===== src/rtl/data_mem_arbiter.sv =====
// Purpose : two-port round-robin arbiter/sequencer in front of the single-port data memory.
// Latency : request sampled in IDLE at t, memory strobe at t+1, ready/rdata/err at t+2.
// Backpressure: requesters hold req until their ready pulse; losers simply wait, nothing is queued.
//
// Ports:
//   clk_i, rst_i                 clock, synchronous active-high reset
//   m0_*/m1_* req/we/be/addr/wdata  master requests (port 0 = core, port 1 = loader/debug)
//   m0_*/m1_* rdata/ready/err    completion: one-cycle ready, err for out-of-range addresses
//   mem_req/we/be/addr/wdata_o   synchronous-read memory command (active only in ISSUE)
//   mem_rdata_i                  memory read data, valid the cycle after mem_req_o

package memory_pkg;
  localparam int unsigned DATA_MEM_SIZE_BYTES = 2048;
endpackage

module data_mem_arbiter #(
  parameter int unsigned DEPTH_BYTES = memory_pkg::DATA_MEM_SIZE_BYTES,
  parameter int unsigned AW          = $clog2(DEPTH_BYTES / 4)
) (
  input  logic          clk_i,
  input  logic          rst_i,

  input  logic          m0_req_i,
  input  logic          m0_we_i,
  input  logic [3:0]    m0_be_i,
  input  logic [31:0]   m0_addr_i,
  input  logic [31:0]   m0_wdata_i,
  output logic [31:0]   m0_rdata_o,
  output logic          m0_ready_o,
  output logic          m0_err_o,

  input  logic          m1_req_i,
  input  logic          m1_we_i,
  input  logic [3:0]    m1_be_i,
  input  logic [31:0]   m1_addr_i,
  input  logic [31:0]   m1_wdata_i,
  output logic [31:0]   m1_rdata_o,
  output logic          m1_ready_o,
  output logic          m1_err_o,

  output logic          mem_req_o,
  output logic          mem_we_o,
  output logic [3:0]    mem_be_o,
  output logic [AW-1:0] mem_addr_o,
  output logic [31:0]   mem_wdata_o,
  input  logic [31:0]   mem_rdata_i
);

  localparam logic [31:0] DEPTH_LIM = 32'(DEPTH_BYTES);

  typedef enum logic [1:0] {
    S_IDLE  = 2'd0,
    S_ISSUE = 2'd1,
    S_RESP  = 2'd2
  } state_e;

  state_e      state_q;
  logic        sel_q;          // port owning the transaction in flight
  logic        we_q;           // latched direction, needed to qualify rdata in RESP
  logic        oor_q;          // latched out-of-range flag
  logic        last_grant_q;   // port granted most recently, loses the next tie

  // The memory command registers double as the latched be/addr/wdata: they are
  // loaded at grant time and presented for exactly the ISSUE cycle.
  logic          mem_req_q;
  logic          mem_we_q;
  logic [3:0]    mem_be_q;
  logic [AW-1:0] mem_addr_q;
  logic [31:0]   mem_wdata_q;

  // Per-port completion registers, index = port number.
  logic [1:0]  ready_q;
  logic [1:0]  err_q;
  logic [1:0]  rd_pass_q;      // forward mem_rdata_i to this port during RESP

  // Grant decision for the current cycle, only meaningful in IDLE and RESP.
  logic        grant_vld_d;
  logic        grant_sel_d;

  logic        cand_we;
  logic [3:0]  cand_be;
  logic [31:0] cand_addr;
  logic [31:0] cand_wdata;
  logic        cand_oor;

  always_comb begin
    grant_vld_d = 1'b0;
    grant_sel_d = 1'b0;
    case (state_q)
      S_IDLE: begin
        grant_vld_d = m0_req_i | m1_req_i;
        if (m0_req_i && m1_req_i) begin
          grant_sel_d = ~last_grant_q;
        end else begin
          grant_sel_d = m1_req_i;
        end
      end
      S_RESP: begin
        // Only the opposite port may chain back-to-back; the completing port's
        // req still belongs to the transaction that is finishing now.
        grant_sel_d = ~sel_q;
        grant_vld_d = sel_q ? m0_req_i : m1_req_i;
      end
      default: begin
        grant_vld_d = 1'b0;
        grant_sel_d = 1'b0;
      end
    endcase
  end

  assign cand_we    = grant_sel_d ? m1_we_i    : m0_we_i;
  assign cand_be    = grant_sel_d ? m1_be_i    : m0_be_i;
  assign cand_addr  = grant_sel_d ? m1_addr_i  : m0_addr_i;
  assign cand_wdata = grant_sel_d ? m1_wdata_i : m0_wdata_i;
  assign cand_oor   = (cand_addr >= DEPTH_LIM);

  always_ff @(posedge clk_i) begin
    if (rst_i) begin
      state_q      <= S_IDLE;
      sel_q        <= 1'b0;
      we_q         <= 1'b0;
      oor_q        <= 1'b0;
      last_grant_q <= 1'b1;    // port 0 wins the first contention
      mem_req_q    <= 1'b0;
      mem_we_q     <= 1'b0;
      mem_be_q     <= 4'b0;
      mem_addr_q   <= '0;
      mem_wdata_q  <= 32'b0;
      ready_q      <= 2'b0;
      err_q        <= 2'b0;
      rd_pass_q    <= 2'b0;
    end else begin
      // Every output register defaults to zero, so strobes and completion
      // pulses last exactly one cycle and nothing stale survives a state.
      mem_req_q   <= 1'b0;
      mem_we_q    <= 1'b0;
      mem_be_q    <= 4'b0;
      mem_addr_q  <= '0;
      mem_wdata_q <= 32'b0;
      ready_q     <= 2'b0;
      err_q       <= 2'b0;
      rd_pass_q   <= 2'b0;

      case (state_q)
        S_IDLE, S_RESP: begin
          if (grant_vld_d) begin
            sel_q        <= grant_sel_d;
            we_q         <= cand_we;
            oor_q        <= cand_oor;
            last_grant_q <= grant_sel_d;
            // Out-of-range commands never reach the memory pins.
            if (!cand_oor) begin
              mem_req_q   <= 1'b1;
              mem_we_q    <= cand_we;
              mem_be_q    <= cand_be;
              mem_addr_q  <= cand_addr[AW+1:2];
              mem_wdata_q <= cand_wdata;
            end
            state_q <= S_ISSUE;
          end else begin
            state_q <= S_IDLE;
          end
        end

        S_ISSUE: begin
          ready_q[sel_q]   <= 1'b1;
          err_q[sel_q]     <= oor_q;
          rd_pass_q[sel_q] <= ~oor_q & ~we_q;
          state_q          <= S_RESP;
        end

        default: begin
          state_q <= S_IDLE;
        end
      endcase
    end
  end

  assign mem_req_o   = mem_req_q;
  assign mem_we_o    = mem_we_q;
  assign mem_be_o    = mem_be_q;
  assign mem_addr_o  = mem_addr_q;
  assign mem_wdata_o = mem_wdata_q;

  // Read data arrives from the memory in RESP, so it is steered rather than
  // registered; the gate keeps the idle port and write completions at zero.
  assign m0_ready_o = ready_q[0];
  assign m0_err_o   = err_q[0];
  assign m0_rdata_o = rd_pass_q[0] ? mem_rdata_i : 32'b0;

  assign m1_ready_o = ready_q[1];
  assign m1_err_o   = err_q[1];
  assign m1_rdata_o = rd_pass_q[1] ? mem_rdata_i : 32'b0;

endmodule


===== config.mk =====
export PLATFORM = sky130hd
export DESIGN_NAME = data_mem_arbiter
export DESIGN_NICKNAME = d
export VERILOG_FILES = /design/src/rtl/data_mem_arbiter.sv
export SDC_FILE = /design/constraint.sdc
export NUM_CORES = 1
export LEC_CHECK = 0
export CAP_MARGIN = 20
export CORE_ASPECT_RATIO = 0.5
export CORE_MARGIN = 2
export CORE_UTILIZATION = 26
export DETAILED_ROUTE_END_ITERATION = 6
export PLACE_DENSITY = 0.78
export SLEW_MARGIN = 20
export SYNTH_ARGS = -nofsm -noshare
export SYNTH_HDL_FRONTEND = slang
export SYNTH_SLANG_ARGS = --single-unit
export TNS_END_PERCENT = 1

===== constraint.sdc =====
create_clock -name clk_i -period 1.6 [get_ports clk_i]
set_input_delay 0.16 -clock clk_i [delete_from_list [all_inputs] [get_ports clk_i]]
set_output_delay 0.16 -clock clk_i [all_outputs]
set_load 0.005 [all_outputs]

==> impl_metrics.toml <==
[outcome]
status = "complete, but fails checks"
violations = "setup timing"

[sta]
worst_slack_ns = -0.177
tightest_slew_ns = 0.500
hold_violations = 0
fmax_ghz = 0.563
period_needed_ns = 1.78
slew_violations = 0
rsz0062_at_grt = "true"
fin_worst_skew_ns = 0.00534
timing.hold.ws_ns = 0.344
slew_headroom_pct = 66.4
tns_ns = -4.51
min_period_over_period_pct = 111
setup_viol = 43

[finish]
fin_util_pct = 62.7
ff_latch_area_mm2 = 0.00118
multi_input_area_mm2 = 0.00149
fin_cells = 741
final_nets = 770
final_layout_size_suffix_gt1_share_pct = 17.8
fillers = 835
diodes = 0
design_area_mm2 = 0.00638
syn2layout_area_growth_pct = 135

[clocking]
numCtsBuffers = 9
clk_pin_slew_ns = 0.05
htreeDepth = 3
root_buffer = "clkbuf_16"
clock_sinks = 59
cts_tree = "built"
cts.path.max_buffers = 2
insertion_delay_ns = 0.32

[routing]
drc = 0
drt-total-wl_mm = 12.6
vias = 3334
drt_iter0_drc = 123
wl_per_cell_um = 17.0
postRouteAntennaNets = 0
vias_per_cell = 4.50
drt-pass1-iter-count = 4

[global_routing]
grt_util_all_layers_pct = 22.0
grt_start_max_net_pins = 33
grt_pass1_vias = 3508
grt_pass1_wl_mm = 19.3
grt_overflow = 0
antenna_found_initial = 0

[floorplan]
io_pins = 289
rows = 26
die_area_mm2 = 0.0113
die_height_um = 76.3
coreArea_mm2 = 0.0102
die_w_um = 149
initial_core_util_pct = 26.7

[synth]
syn_area_per_cell_um2 = 9.37
synth.area.top_cells = "dfxtp_1 43%, and2_1 15%, a22oi_2 13%, nor2_1 5.9%, a22oi_1 4.7%"
synth_top_family_by_area = "simple AND/OR/NAND/NOR gates"
netlist_instances = 290
syn_nets = 464
async_flop_share_pct = 0
synth_xor_area_share_pct = 0
synth_compound_area_share_pct = 20.9
ys_seq_area_share_pct = 43.5
synth-simple-area-share_pct = 29.7
synth-seq-cells = 59
synth_edf_count = 0
synth.distinct_cells = 32
netlist_area_mm2 = 0.00272
synth_mux_area_share_pct = 0.737
synth-adder-area-share_pct = 0
yosysTopAreaCellShare_pct = 43.5
synth_most_common_cell = "and2_1"
synth_common_cells = "66 x and2_1, 59 x dfxtp_1, 43 x nor2_1, 28 x a22oi_2, 17 x a22oi_1"
yosys_most_used_dff = "dfxtp_1"
yosys.area.top_type = "dfxtp_1"
yosysWarnings = 0

[power]
power.density_mw_per_mm2 = 646
peakVddDrop_mv = 0.424
p_leak_nw = 2.66

[worst_setup_path]
path_max_fanout = 5
cp-start-kind = "primary input"
arrival_ns = 2.03
endpoint_kind = "flop"
worstPathRequired_ns = 1.85
crit_type = "primary input to flop"

[placed_design]
place_inst = 714
portBuffers = 284
dp_hpwl_mm = 9.33
routabilityCongestion = 0.806
place_area_mm2 = 0.00585

[job]
maxCapViolations = 0

[hold_path]
hp-class = "primary input to flop"
[critical path: stages]
cell             delay (ns)
clkdlybuf4s50_1        0.45
nor4_2                 0.32
nand4_1                0.22
nor3_4                 0.23
buf_6                  0.13
buf_6                  0.11
buf_12                 0.11
buf_16                 0.12
a22oi_1                0.06
nor2_1                 0.11
[final timing paths]
| path | from | endpoint | slack [ns] | cells past startpoint |
|---|---|---|---|---|
| setup reg to reg | state_q[0]$_SDFF_PP0_ | mem_wdata_o[5]$_SDFF_PP0_ | -0.14 | 8 |
| hold reg to reg | we_q$_SDFFE_PP0P_ | rd_pass_q[0]$_SDFF_PP0_ | 0.47 | 1 |
| hold / removal | m1_addr_i[28] | mem_we_o$_SDFF_PP0_ | 0.34 | 6 |
| setup / recovery | m1_addr_i[21] | mem_wdata_o[5]$_SDFF_PP0_ | -0.18 | 10 |
[area by class of cell]
type / count / area share (%)
Sequential cell: 59 / 18.6
Multi-Input combinational cell: 206 / 23.3
Tap cell: 140 / 2.74
Timing Repair Buffer: 317 / 50.6
Clock inverter: 5 / 0.823
Clock buffer: 11 / 3.80
Inverter: 3 / 0.176
[what timing repair did]
item / 4_1_cts / 5_1_grt
setup buffers: 6 / 0
gates cloned: 5 / 0
pin swaps: 7 / 15
endpoints found under the setup margin: 112 / 51
gates resized for setup: 87 / 20
hold buffers: 0 / 0
hold endpoints to repair: 0 / 0
[sequential cells by signal, summed over array words and instances (netlist names)]
register      count
err_q             2
last_grant_q      1
mem_addr_o        9
mem_be_o          4
mem_req_o         1
mem_wdata_o      32
mem_we_o          1
oor_q             1
rd_pass_q         2
ready_q           2
sel_q             1
state_q           2
we_q              1
[cell usage in the layout (no fill, tap or decap), types with 3 or more instances in the layout]
master,netlist,routed
clkdlybuf4s50_1,0,212
dfxtp_2,0,3
nor2_2,8,8
buf_6,2,5
clkbuf_16,0,9
clkinv_2,0,3
a22oi_2,28,29
a22oi_1,17,16
dlygate4sd2_1,0,61
nor2_1,43,43
a21oi_1,4,4
buf_4,0,16
buf_12,0,7
nor3_1,3,3
dlymetal6s2s_1,0,7
a211oi_1,4,3
buf_16,0,5
inv_1,3,3
nand2_1,3,3
nor4_2,0,7
dfxtp_1,59,56
and2_1,66,66
[kinds of logic (layout without fill, tap and decap cells)]
| kind of cell | after synthesis | after routing |
|---|---|---|
| AND/OR/NAND/NOR | 146 | 146 |
| flip-flops | 59 | 59 |
| AO/OA/AOI/OAI | 58 | 58 |
| buffers and inverters | 25 | 336 |
| multiplexers | 2 | 2 |
[where the power goes]
group	internal (mW)	total (mW)	leakage [nW]	switching (mW)
sequential	1.49	1.51	0.478	0.0157
combinational	0.490	0.719	2.04	0.229
clock	1.24	1.90	0.145	0.657
[stage by stage]
step,worst slack (ns),power [mW]
2_1_floorplan,-0.180,1.66
5_1_grt,-0.221,4.28
3_3_place_gp,-0.653,2.24
4_1_cts,-0.242,4.13
6_report,-0.177,4.12
3_5_place_dp,-0.701,2.25
[metal layers]
layer  vias up  part of all wire, %  wire, um  track usage [%]
met1      1548                   37      4700             24.2
met2       134                   53      6670             40.6
li1       1621                    -         -                -
met4         0                  2.9       371             8.57
met5         -                    0         0                0
met3        31                  6.9       867             5.75
Note: power is estimated with default switching activity, not from simulation.
